### config.mk
export PLATFORM = sky130hd
export DESIGN_NAME = banana_drop_controller
export DESIGN_NICKNAME = d
export VERILOG_FILES = /design/src/rtl/banana_drop_controller.sv
export SDC_FILE = /design/constraint.sdc
export NUM_CORES = 1
export LEC_CHECK = 0
export CAP_MARGIN = 40
export CORE_MARGIN = 2
export CORE_UTILIZATION = 50
export CTS_CLUSTER_SIZE = 16
export DETAILED_ROUTE_END_ITERATION = 8
export GPL_ROUTABILITY_DRIVEN = 0
export PLACE_DENSITY = 0.85
export RECOVER_POWER = 50
export SLEW_MARGIN = 20
export SYNTH_ARGS = -nofsm -noshare
export SYNTH_HDL_FRONTEND = slang
export SYNTH_SLANG_ARGS = --single-unit
### constraint.sdc
create_clock -name clk -period 4.43 [get_ports clk]
set_input_delay 0.6645 -clock clk [delete_from_list [all_inputs] [get_ports clk]]
set_output_delay 0.6645 -clock clk [all_outputs]
set_load 0.02 [all_outputs]
### src/rtl/banana_drop_controller.sv
// -----------------------------------------------------------------------------
// banana_drop_controller
// Position and lifetime controller for the enemy banana projectile. Latches the
// launching alien's position on a fire request, drops the banana by SPEED_Y
// pixels each frame, retires it on player collision or at the screen bottom,
// then holds off further shots for COOLDOWN_FRAMES frames.
//
// Ports:
//   clk, resetN           clock, asynchronous active-low reset
//   startOfFrame          one-cycle pulse per frame
//   fireRequest           one-cycle shot request from the alien fleet
//   launchX, launchY      top-left launch coordinate (11 bits each)
//   collision             banana/player overlap level
//   topLeftX, topLeftY    banana top-left coordinate (registered)
//   appear                banana alive/visible (registered)
//   hitPlayer             one-cycle pulse on collision retirement (registered)
//   missed                one-cycle pulse on bottom retirement (registered)
// -----------------------------------------------------------------------------
module banana_drop_controller #(
  parameter int unsigned SPEED_Y         = 4,
  parameter int unsigned COOLDOWN_FRAMES = 30,
  parameter int unsigned OBJECT_WIDTH    = 32,
  parameter int unsigned OBJECT_HEIGHT   = 32,
  parameter int unsigned SCREEN_WIDTH    = 640,
  parameter int unsigned SCREEN_HEIGHT   = 480
) (
  input  logic        clk,
  input  logic        resetN,
  input  logic        startOfFrame,
  input  logic        fireRequest,
  input  logic [10:0] launchX,
  input  logic [10:0] launchY,
  input  logic        collision,
  output logic [10:0] topLeftX,
  output logic [10:0] topLeftY,
  output logic        appear,
  output logic        hitPlayer,
  output logic        missed
);

  localparam int unsigned COORD_W = 11;
  localparam int unsigned SUM_W   = 12;
  localparam int unsigned Y_LIMIT = SCREEN_HEIGHT - OBJECT_HEIGHT;
  localparam int unsigned X_LIMIT = SCREEN_WIDTH - OBJECT_WIDTH;
  localparam int unsigned CNT_RAW = $clog2(COOLDOWN_FRAMES + 1);
  localparam int unsigned CNT_W   = (CNT_RAW < 1) ? 1 : CNT_RAW;

  typedef enum logic [1:0] {
    ST_IDLE     = 2'd0,
    ST_FALLING  = 2'd1,
    ST_COOLDOWN = 2'd2
  } state_e;

  state_e               state_q, state_d;
  logic [COORD_W-1:0]   x_q, x_d;
  logic [COORD_W-1:0]   y_q, y_d;
  logic [CNT_W-1:0]     cnt_q, cnt_d;
  logic                 appear_q, appear_d;
  logic                 hit_q, hit_d;
  logic                 missed_q, missed_d;
  logic [SUM_W-1:0]     y_sum;

  // State and output registers
  always_ff @(posedge clk or negedge resetN) begin
    if (!resetN) begin
      state_q  <= ST_IDLE;
      x_q      <= '0;
      y_q      <= '0;
      cnt_q    <= '0;
      appear_q <= 1'b0;
      hit_q    <= 1'b0;
      missed_q <= 1'b0;
    end else begin
      state_q  <= state_d;
      x_q      <= x_d;
      y_q      <= y_d;
      cnt_q    <= cnt_d;
      appear_q <= appear_d;
      hit_q    <= hit_d;
      missed_q <= missed_d;
    end
  end

  // Next-state, coordinate and pulse logic
  always_comb begin
    state_d  = state_q;
    x_d      = x_q;
    y_d      = y_q;
    cnt_d    = cnt_q;
    hit_d    = 1'b0;
    missed_d = 1'b0;
    // One extra bit so the bottom test cannot wrap
    y_sum    = SUM_W'(y_q) + SUM_W'(SPEED_Y);

    case (state_q)
      ST_IDLE: begin
        if (fireRequest && (launchY <= COORD_W'(Y_LIMIT))) begin
          state_d = ST_FALLING;
          x_d     = (launchX > COORD_W'(X_LIMIT)) ? COORD_W'(X_LIMIT) : launchX;
          y_d     = launchY;
        end
      end

      ST_FALLING: begin
        // Collision wins over a coincident frame tick; Y is frozen
        if (collision) begin
          state_d = ST_COOLDOWN;
          cnt_d   = CNT_W'(COOLDOWN_FRAMES);
          hit_d   = 1'b1;
        end else if (startOfFrame) begin
          if (y_sum > SUM_W'(Y_LIMIT)) begin
            state_d  = ST_COOLDOWN;
            cnt_d    = CNT_W'(COOLDOWN_FRAMES);
            missed_d = 1'b1;
          end else begin
            y_d = COORD_W'(y_sum);
          end
        end
      end

      ST_COOLDOWN: begin
        // A frame tick that finds the counter empty ends the cooldown
        if (startOfFrame) begin
          if (cnt_q == '0) begin
            state_d = ST_IDLE;
          end else begin
            cnt_d = cnt_q - CNT_W'(1);
          end
        end
      end

      default: begin
        state_d = ST_IDLE;
      end
    endcase

    appear_d = (state_d == ST_FALLING);
  end

  assign topLeftX  = x_q;
  assign topLeftY  = y_q;
  assign appear    = appear_q;
  assign hitPlayer = hit_q;
  assign missed    = missed_q;

endmodule

==> Word level (Yosys, flattened, before mapping) <==
Index checks and enable logic that the tools add are counted.
Widths: inputs -> output; s select.
{ "totals": {"reg_bits": 32, "in_bits": 27, "output_inout_bits": 25, "wordCells": 56} }
{ "classes": {"n_addsub": 2, "order_cmp": 3, "eq_ne": 11, "n_mux": 25, "reduce_logical": 8} }
{ "ops": {"columns": ["operator", "count"], "rows": [
  ["$mux 11", 5],
  ["$mux 5", 5],
  ["$pmux 11 s2", 1],
  ["$add 11x3->12 const B", 1],
  ["$gt 12x9->1 const B", 1],
  ["$mux 2", 6],
  ["$ne 2x2->1 const B", 6],
  ["$gt 11x10->1 const B", 1],
  ["$le 11x9->1 const B", 1],
  ["$pmux 5 s2", 1],
  ["$reduce_and 5->1", 2],
  ["$mux 1", 6],
  ["$ne 3x3->1 const B", 2],
  ["$pmux 2 s3", 1],
  ["$logic_not 5->1", 1],
  ["$sub 5x1->5 const B", 1],
  ["$eq 2x1->1 const B", 2],
  ["$reduce_bool 2->1", 2],
  ["$eq 2x2->1 const B", 1],
  ["$logic_not 2->1", 1],
  ["$reduce_and 2->1", 1],
  ["$logic_and 1x1->1", 1]
]} }

==> Longest topological paths before layout <==
Gate-level depths: netlist (run 1).
{ "depth": {"depth_word": 7, "ltp_mapped": 9, "mapped_depth_nobuf": 7} }

==> Least setup slack after synthesis (run 1) <==
OpenSTA, ideal clock, no wires.
{ "synth_timing": {"kind": "input port to flip-flop", "from": "input launchY[9]", "to": "register x_q[5], in the netlist topLeftX[5]", "setup_time_ns": 0.133, "t_arrival_ns": 2.003, "required_ns": 4.297, "setup_slack_ns": 2.294, "stages": 5, "n_path_buf": 1, "cell_sequence": "or4b_4 -> or3_1 -> buf_2 -> nor3_4 -> a2bb2oi_1"} }
{ "synth_between": {"elab_chain_len": 3} }
{ "synth_rtl": {"columns": ["item", "line_no", "rtl"], "rows": [
  ["start: declaration", "32", "input logic [10:0] launchY,"],
  ["$le 11x9->1", "97", "if (fireRequest && (launchY <= COORD_W'(Y_LIMIT))) begin"],
  ["$logic_and 1x1->1", "97", null],
  ["$reduce_and 2->1 (no source line)", null, null],
  ["end signal: assignment", "67", "x_q <= '0;"],
  ["end signal: assignment", "75", "x_q <= x_d;"],
  ["end: declaration", "55", "logic [COORD_W-1:0] x_q, x_d;"]
]} }
No other way between the ends.
A chain may end at the register's enable or synchronous reset.

==> Worst setup path in the final report (run 1) <==
{ "layout_timing": {"from": "input launchY[9]", "to": "register x_q[2], in the netlist topLeftX[2]"} }
Same word-level chain as after synthesis.

==> results.md, run 1 <==
* Minimum clock period at 2.52 ns
* PortBufs at just over 50
* RSZ-0062 raised after global routing: no
* MaxCap Viol Count at 1
* Critical R2R Capture: topLeftY[2]
* Sequential power share at 0.425
* Slew HR at -0.118
* N_diodes at 0
* Main synth FF type: dfrtp_1
* Placed cell area at approximately 2200 um2
* Hold Crit Start: topLeftX[10]
* Final worst-path cycle share at 0.569
* Psw at approximately 480 uW
* Seq cells post-synth at 32
* Post-DP HPWL at around 3000 um
* Initial antenna violation count at 0
* Post-synth EDFFs at 0
* Hold/Removal Path Class: reg2reg
* FMAX at between 300 and 400 MHz
* Distinct cell type count after synthesis at between 40 and 50
* Leakage power at approximately 1.0 nW
* Worst-path clk slew at 0.10 ns
* Post-Synthesis Cell Area at 1710 um2
* Cell area after layout at approximately 2300 um2
* Startpoint Class: primary input
* Fin nets at approximately 260
* CTS max path bufs at 2
* Root buffer cell: clkbuf_4
* Pwr Density at 510 nW/um2
* First-pass GRT wire length at between 7000 and 8000 um
* Full die area at between 3000 and 4000 um2
* Grt ovf at 0
* Largest net degree at the start of global routing at 33
* Antenna-violating nets left at 0
* Worst slew pin tran at 1.68 ns
* Yosys top cell area share at 0.468
* WL final at between 4000 and 5000 um
* Layout cells sized above 1 at 0.0711
* Via density at between 5 and 6
* Hold Path Sink: topLeftX[10]
* Worst path arrival time at around 2.8 ns
* Max-slew violations at 33
* Synthesized area per cell at approximately 9.9 um2
* IO Pins at 52
* Net Sw Frac at 0.408
* Post-CTS setup buffer count at 0
* Yosys Warn Count at 0
* Final setup vio count at 0
* WL per Instance at roughly 15 um
* Clock share of power at 0.127
* Die width at around 63 um
* Reg2reg setup slack at 2.07 ns
* Core area at between 3000 and 4000 um2
* Fin Setup TNS at 0 ns
* WP data required at ~4.7 ns
* 1st-iter DRT viols at about 110
* Filler Cell Count at between 200 and 300
* DRC viols at 0
* Sequential share of the synthesized area at 0.468
* Gate count of the mapped netlist at about 170
* Worst skew pair latency at ~0.32 ns
* Failing checks: capacitance limit, slew limit
* Reg2Reg Depth at 8
* Vias in the first global route at 1522
* CTS tree: done
* Drt first pass iters at 4
* Hold buffers post-CTS at 0
* Post-synth top area cell: dfrtp_1
* Htree depth at 2
* Largest cells by area after synthesis: dfrtp_1 47%, o21ai_1 4.1%, a22o_1 3.6%
* Logic pwr share at 0.448
* Critical R2R Launch: topLeftY[2]
* TritonCTS buffer count at 5
* Die span in y at approximately 63 um
* Total track usage at 0.229
* TritonCTS Sinks at 32
* Num rows at 21
* Worst Setup End Kind: register
* Initial core utilization at 0.517
* Pint at 693 uW
* Max VDD drop at ~280 uV
* CTS resizes at 0
* WS Path Type: in2reg
* Status: finished, violations left
* Syn_nets at slightly above 200
* Hold Crit Depth at 1
* Area Growth Syn to Fin at 34.0%
* Final hold vios at 0
* Worst-path fanout max at 15
* Routed via count at approximately 1600
* Clock skew at approximately 0.0084 ns
* Post-synth ARST share at 1.00
stage by stage:
step / utilization / setup slack, ns / instances / hold slack [ns] / total power [mW]
4_1_cts: 0.690 / 1.81 / 269 / 0.506 / 1.18
5_1_grt: 0.693 / 1.77 / 271 / 0.516 / 1.25
3_5_place_dp: 0.679 / 1.57 / 264 / 0.482 / 1.03
6_report: 0.693 / 1.91 / 271 / 0.495 / 1.17
3_3_place_gp: 0.679 / 1.59 / 264 / 0.470 / 1.01
2_1_floorplan: - / 2.29 / 173 / 0.369 / 0.795
sequential cells by signal (all words and copies together) (netlist names):
name,cells
appear,1
cnt_q,5
hitPlayer,1
missed,1
state_q,2
topLeftX,11
topLeftY,11
worst max-delay path, cell delays in order:
cell	delay, ns
clkdlybuf4s50_1	0.42
or4b_4	0.53
or3_1	0.56
nor3_4	0.41
a22o_1	0.19
how the worst max path moves through the flow:
stage | endpoint | start | slack, ns
5_1_grt | topLeftX[3] | resetN | 1.77
4_1_cts | topLeftY[4] | topLeftY[2] | 1.81
3_3_place_gp | topLeftX[1] | launchY[5] | 1.59
6_report | topLeftX[2] | launchY[9] | 1.91
2_1_floorplan | topLeftX[5] | launchY[9] | 2.29
3_5_place_dp | topLeftX[6] | launchY[9] | 1.57
placed cells by master, fill, tap and decap left out, types with 4 or more instances in the layout:
cell             instances
a21oi_1                 10
a22o_1                   7
a31oi_1                  4
and2_1                   4
and3_1                   5
clkbuf_4                 5
clkdlybuf4s50_1         39
dfrtp_1                 32
dlygate4sd3_1           12
inv_1                    6
nand2_1                 16
nand3_1                  4
nor2_1                  11
nor3_1                   5
o21ai_1                 14
power by group through the flow:
stage	combinational, mW	clock, mW	sequential [mW]
final	0.524	0.148	0.497
after global routing	0.572	0.168	0.515
after CTS	0.535	0.150	0.498
after detailed placement	0.533	0	0.501
after global placement	0.517	0	0.496
after floorplan	0.228	0	0.567
area by class of cell:
type | count | area (um2) | share of cell area
timing repair buffer | 54 | 526 | 0.229
tap | 46 | 57.6 | 0.0251
inverter | 6 | 22.5 | 0.00982
sequential | 32 | 801 | 0.349
multi-input combinational | 128 | 850 | 0.370
clock buffer | 5 | 37.5 | 0.0164
cells in the mapped netlist, types with 2 or more instances:
cell type / n
dfrtp_1: 32
nand2_1: 16
and2_1: 4
and3_1: 5
a22o_1: 7
and4_1: 3
nand3_1: 4
clkbuf_1: 2
ha_1: 3
nor2b_1: 2
nand4_1: 2
nor2_1: 11
mux2i_1: 3
o21ai_1: 14
a21o_1: 3
inv_1: 6
nor3_1: 5
a2bb2oi_1: 2
a21oi_1: 10
or4b_4: 2
a31oi_1: 4
nor4_1: 2
buf_2: 3
o22a_1: 3
layer usage:
metal	track usage	part of all wire
met5	0	0
met4	0.0750	0.016
met3	0.0631	0.057
met2	0.374	0.50
met1	0.295	0.43
kinds of logic after synthesis:
group | share of synthesized area
AOI/OAI and AO/OA | 0.236
adders and majority gates | 0.0219
buffers and inverters | 0.0358
DFF | 0.468
muxes | 0.0241
and+or+nand+nor | 0.214
Power figures use the tool's default switching activity.
==> inputs of run 2 (changes only) <==
--- a/config.mk
+++ b/config.mk
@@ -7,11 +7,11 @@
 export LEC_CHECK = 0
 export CAP_MARGIN = 40
 export CORE_MARGIN = 2
-export CORE_UTILIZATION = 50
+export CORE_UTILIZATION = 46
 export CTS_CLUSTER_SIZE = 16
 export DETAILED_ROUTE_END_ITERATION = 8
 export GPL_ROUTABILITY_DRIVEN = 0
-export PLACE_DENSITY = 0.85
+export PLACE_DENSITY = 0.79
 export RECOVER_POWER = 50
 export SLEW_MARGIN = 20
 export SYNTH_ARGS = -nofsm -noshare
==> constraint.sdc (replaced) <==
create_clock -name clk -period 2.6 [get_ports clk]
set_input_delay 0.39 -clock clk [delete_from_list [all_inputs] [get_ports clk]]
set_output_delay 0.39 -clock clk [all_outputs]
set_load 0.02 [all_outputs]
==> run 2 against run 1 <==
The flow still finishes with violations (capacitance limit, slew limit). Core utilization is 2.3 points lower. Non-clock buffer count is 4 higher. Clock power grew to 3.6 times the previous value. Critical path type unchanged. Largest cell class unchanged. Highest routed layer unchanged.
==> results.md, run 2 (same netlist as run 1, synthesis figures left out) <==
* Pwr Density at 958 nW/um2
* Commonest non-fill, non-tap cell in the layout: clkdlybuf4s50_1
* Largest net degree at the start of global routing at 33
* Final hold vios at 0
* Final non-filler cell total at 280
* 1st-iter DRT viols at 113
* Worst stage delay on the critical path at roughly 0.56 ns
* Die width at about 65 um
* Num rows at 22
* Cells after DPL at 271
* Area Growth Syn to Fin at 41.1%
* Htree depth at 2
* Max VDD drop at 508 uV
* Die span in y at 65 um
* WP data required at roughly 2.8 ns
* Failing checks: capacitance limit, slew limit
* Layout cells sized above 1 at 0.0991
* Buffers & Inverters on Critical Path at 2
* Hold/Removal Path Class: reg2reg
* N_diodes at 0
* Root buffer cell: clkbuf_8
* Core area at 3610 um2
* Leakage power at roughly 1.1 nW
* Status: finished, violations left
* Post-DP HPWL at between 3000 and 4000 um
* WL per Instance at between 10 and 15 um
* Hold buffers post-CTS at 0
* Via density at 5.61
* First-pass GRT wire length at between 7000 and 8000 um
* PortBufs at a little over 50
* Drt first pass iters at 4
* IO Pins at 52
* Critical R2R Capture: cnt_q[3]
* Met2 WL at 2150 um
* Crit-path cells: clkdlybuf4s50_1 > or4b_4 > a2111oi_2 > a211oi_2 > buf_4 > o21bai_1 > mux2i_1
* Full die area at 4230 um2
* Most frequent cells in the layout: 39 x clkdlybuf4s50_1, 32 x dfrtp_1, 16 x nand2_1
* Minimum clock period at 2.18 ns
* CP delay by family, top: buffers and inverters
* Detail Route met3 WL at about 170 um
* Max-slew violations at 33
* Critical R2R Launch: topLeftY[2]
* WL final at ~4200 um
* CTS resizes at 0
* DRC viols at 0
* Grt ovf at 0
* TritonCTS Sinks at 32
* Antenna-violating nets left at 0
* Final worst-path cycle share at 0.838
* CTS tree: done
* Routed via count at 1572
* Worst skew pair latency at roughly 0.28 ns
* Post-CTS setup buffer count at 0
* Fin nets at 261
* WS Path Type: in2reg
* TritonCTS buffer count at 5
* Worst Setup End Kind: register
* Vias in the first global route at around 1500
* Hold Crit Depth at 1
* Worst-path clk slew at about 0.070 ns
* DR top layer: met4
* Initial antenna violation count at 0
* Clock skew at 0.00482 ns
* Worst-path fanout max at 13
* Reg2reg setup slack at around 0.42 ns
* Met1 WL at roughly 1800 um
* FMAX at between 400 and 500 MHz
* Slew HR at -0.102
* Reg2Reg Depth at 7
* RSZ-0062 raised after global routing: no
* Startpoint Class: primary input
* Final setup vio count at 0
* CTS max path bufs at 2
* Slowest CP cell: clkdlybuf4s50_1
* Worst slew pin tran at 1.65 ns
* Worst path arrival time at about 2.4 ns
* Initial core utilization at 0.475
* Hold Path Sink: topLeftX[10]
* Total track usage at 0.220
* Fin Setup TNS at 0 ns
* Hold Crit Start: topLeftX[10]
* MaxCap Viol Count at 1
## run 2: changes by cell type in the layout (fill, tap and decap cells not counted)
cell | before | now
buf_4 | 1 | 5
clkbuf_8 | 0 | 7
bufinv_16 | 0 | 1
clkbuf_4 | 5 | 0
## run 2: per-layer routing
layer  up-vias  global-route usage
li1        761                   -
met1       766               0.276
met2        43               0.375
met3         2              0.0521
met4         0              0.0691
met5         -                   0
## run 2: layout make-up
cell class              instances  area, um2
fillers                       290       1190
multi-input cells             128        850
flip-flops and latches         32        801
repair buffers                 58        556
clock buffers                   7       96.3
well taps                      48       60.1
clock inverters                 1       30.0
inverters                       6       22.5
## run 2: worst max path at each step
stage                     slack [ns]  cells past startpoint          end         start
after floorplan                 0.47                      9  topLeftY[2]   topLeftY[2]
after global placement          0.13                      7  topLeftY[4]    launchY[2]
after detailed placement        0.07                      7  topLeftY[4]    launchY[2]
after CTS                       0.17                      7  topLeftY[4]   topLeftY[2]
after global routing            0.12                      2     cnt_q[3]        resetN
final                           0.42                      7  topLeftY[2]  startOfFrame
## run 2: stage by stage
| step | total power [mW] | hold WS, ns | instance area, um2 | setup slack, ns | util |
|---|---|---|---|---|---|
| after floorplan | 1.35 | 0.0944 | 1710 | 0.473 | - |
| after global placement | 1.77 | 0.473 | 2290 | 0.129 | 0.635 |
| after detailed placement | 1.80 | 0.478 | 2290 | 0.0719 | 0.635 |
| final | 2.31 | 0.489 | 2410 | 0.421 | 0.670 |
| after global routing | 2.45 | 0.518 | 2410 | 0.118 | 0.670 |
| after CTS | 2.34 | 0.494 | 2410 | 0.171 | 0.670 |
## run 2: report_power, final
part	switching [mW]	total [mW]	leakage, nW	internal [mW]
clock network	0.192	0.530	0.0645	0.338
registers	0.172	0.831	0.397	0.660
logic	0.494	0.952	0.622	0.458
total	0.858	2.31	1.08	1.46
==> inputs of run 3 (changes only) <==
==> constraint.sdc (replaced) <==
create_clock -name clk -period 2.2 [get_ports clk]
set_input_delay 0.33 -clock clk [delete_from_list [all_inputs] [get_ports clk]]
set_output_delay 0.33 -clock clk [all_outputs]
set_load 0.02 [all_outputs]
==> run 3 against run 2 <==
The flow now finishes without violations. Combinational power rose by 27%. Non-clock buffer count grew 13. Via count rose by 1.7%. Clock power down 12%. Die area stayed put. Critical path type is now reg2reg.
==> results.md, run 3 (same netlist as run 1, synthesis figures left out) <==
* Pre-CTS setup slack at -0.0491 ns
* Detail Route met3 WL at approximately 220 um
* Minimum clock period at about 2.0 ns
* TritonCTS buffer count at 5
* Worst-path clk slew at ~0.07 ns
* Commonest non-fill, non-tap cell in the layout: clkdlybuf4s50_1
* Routed via count at around 1600
* Final hold slack at ~0.49 ns
* Vias in the first global route at 1465
* Htree depth at 2
* Worst stage delay on the critical path at 0.37 ns
* Total track usage at 0.214
* TritonCTS Sinks at 32
* Clock skew at roughly 0.0033 ns
* WL final at ~4000 um
* Final hold vios at 0
* Met1 WL at between 1500 and 2000 um
* Final worst-path cycle share at 0.931
* Most frequent cells in the layout: 39 x clkdlybuf4s50_1, 32 x dfrtp_1, 17 x buf_4
* Placed cell area at 2410 um2
* Largest net degree at the start of global routing at 33
* DR top layer: met4
* Slew HR at 0.492
* Hold buffers post-CTS at 0
* Worst skew pair latency at 0.29 ns
* Die width at roughly 65 um
* FMAX at slightly below 500 MHz
* CTS resizes at 0
* Hold/Removal Path Class: reg2reg
* Final setup vio count at 0
* Full die area at 4230 um2
* Num rows at 22
* IO Pins at 52
* Initial core utilization at 0.475
* Crit-path cells: ha_1 > nor4bb_1 > o21ai_1 > a31oi_2 > o211ai_2 > and4_1 > o21ai_1
* Startpoint Class: register
* Core area at between 3000 and 4000 um2
* MaxCap Viol Count at 0
* Leakage power at around 1.1 nW
* Post-CTS setup buffer count at 0
* Met2 WL at just under 2000 um
* Slowest CP cell: nor4bb_1
* Die span in y at ~65 um
* Antenna-violating nets left at 0
* WS Path Type: reg2reg
* Grt ovf at 0
* First-pass GRT wire length at between 6000 and 7000 um
* Drt first pass iters at 4
* Tot Pwr at around 2.6 mW
* 1st-iter DRT viols at 66
* PortBufs at 51
* Worst path arrival time at between 2 and 2.5 ns
* Initial antenna violation count at 0
* Final worst slack at 0.151 ns
* Multi-input logic area at ~850 um2
* RSZ-0062 raised after global routing: no
* Fin nets at 274
* CTS max path bufs at 2
* Filler Cell Count at between 200 and 300
* Layout cells sized above 1 at 0.151
* Area taken by flip-flops and latches at about 800 um2
* Via density at about 5.5
* DRC viols at 0
* Post-DP HPWL at ~3000 um
* N_diodes at 0
* Max VDD drop at ~580 uV
* Crit path top cell by count: o21ai_1
* Cell area after layout at about 2500 um2
* WP data required at roughly 2.4 ns
* Status: finished, final reports clean
* Area Growth Syn to Fin at 45.6%
* CTS tree: done
* Worst-path fanout max at 8
* WL per Instance at 13.8 um
* Pwr Density at 1060 nW/um2
* Worst slew pin tran at 0.762 ns
* Root buffer cell: clkbuf_8
* Worst Setup End Kind: register
* Max-slew violations at 0
run 3: changes by cell type in the layout (fill, tap and decap cells not counted), sizes merged:
cell    previous run  this run
bufinv             1         0
clkinv             0         2
clkbuf             9         8
buf                5        18
run 3: per-stage QoR:
step                std cells  TNS, ns   util
finish                    293        0  0.691
global route              293        0  0.691
CTS                       293        0  0.693
detailed placement        285   -0.282  0.667
global placement          285  -0.0688  0.667
floorplan                 173        0      -
run 3: metal layers:
metal  up-vias  global-route usage
met3         8              0.0590
met5         -                   0
met1       757               0.267
met4         0              0.0878
met2        42               0.348
li1        792                   -
run 3: power breakdown:
group / switching (mW) / internal [mW] / total, mW
logic: 0.612 / 0.601 / 1.21
clock network: 0.218 / 0.249 / 0.467
registers: 0.177 / 0.785 / 0.962
total: 1.01 / 1.64 / 2.64
run 3: critical path: cells and delay by family, from the launching register on:
family / cells / cell delay [ns]
adder cells (fa/ha/maj): 1 / 0.20
AND/OR/NAND/NOR: 2 / 0.60
flip-flops: 1 / 0.36
AO/OA/AOI/OAI: 4 / 0.81
run 3: path summary, 6_finish.rpt:
kind	startpoint	end	slack, ns	depth (start not counted)
min in group asynchronous	resetN	topLeftY[5]	0.64	2
min	topLeftX[10]	topLeftX[10]	0.49	1
max in group asynchronous	resetN	topLeftY[9]	1.08	2
min reg2reg	topLeftX[10]	topLeftX[10]	0.49	1
max reg2reg	topLeftY[3]	cnt_q[3]	0.15	7
max	topLeftY[3]	cnt_q[3]	0.15	7
run 3: cell type report:
class	instances	share of cell area
clock inverters	2	0.00402
clock buffers	6	0.0331
inverters	6	0.00904
flip-flops and latches	32	0.321
repair buffers	71	0.268
multi-input cells	128	0.341
well taps	48	0.0241
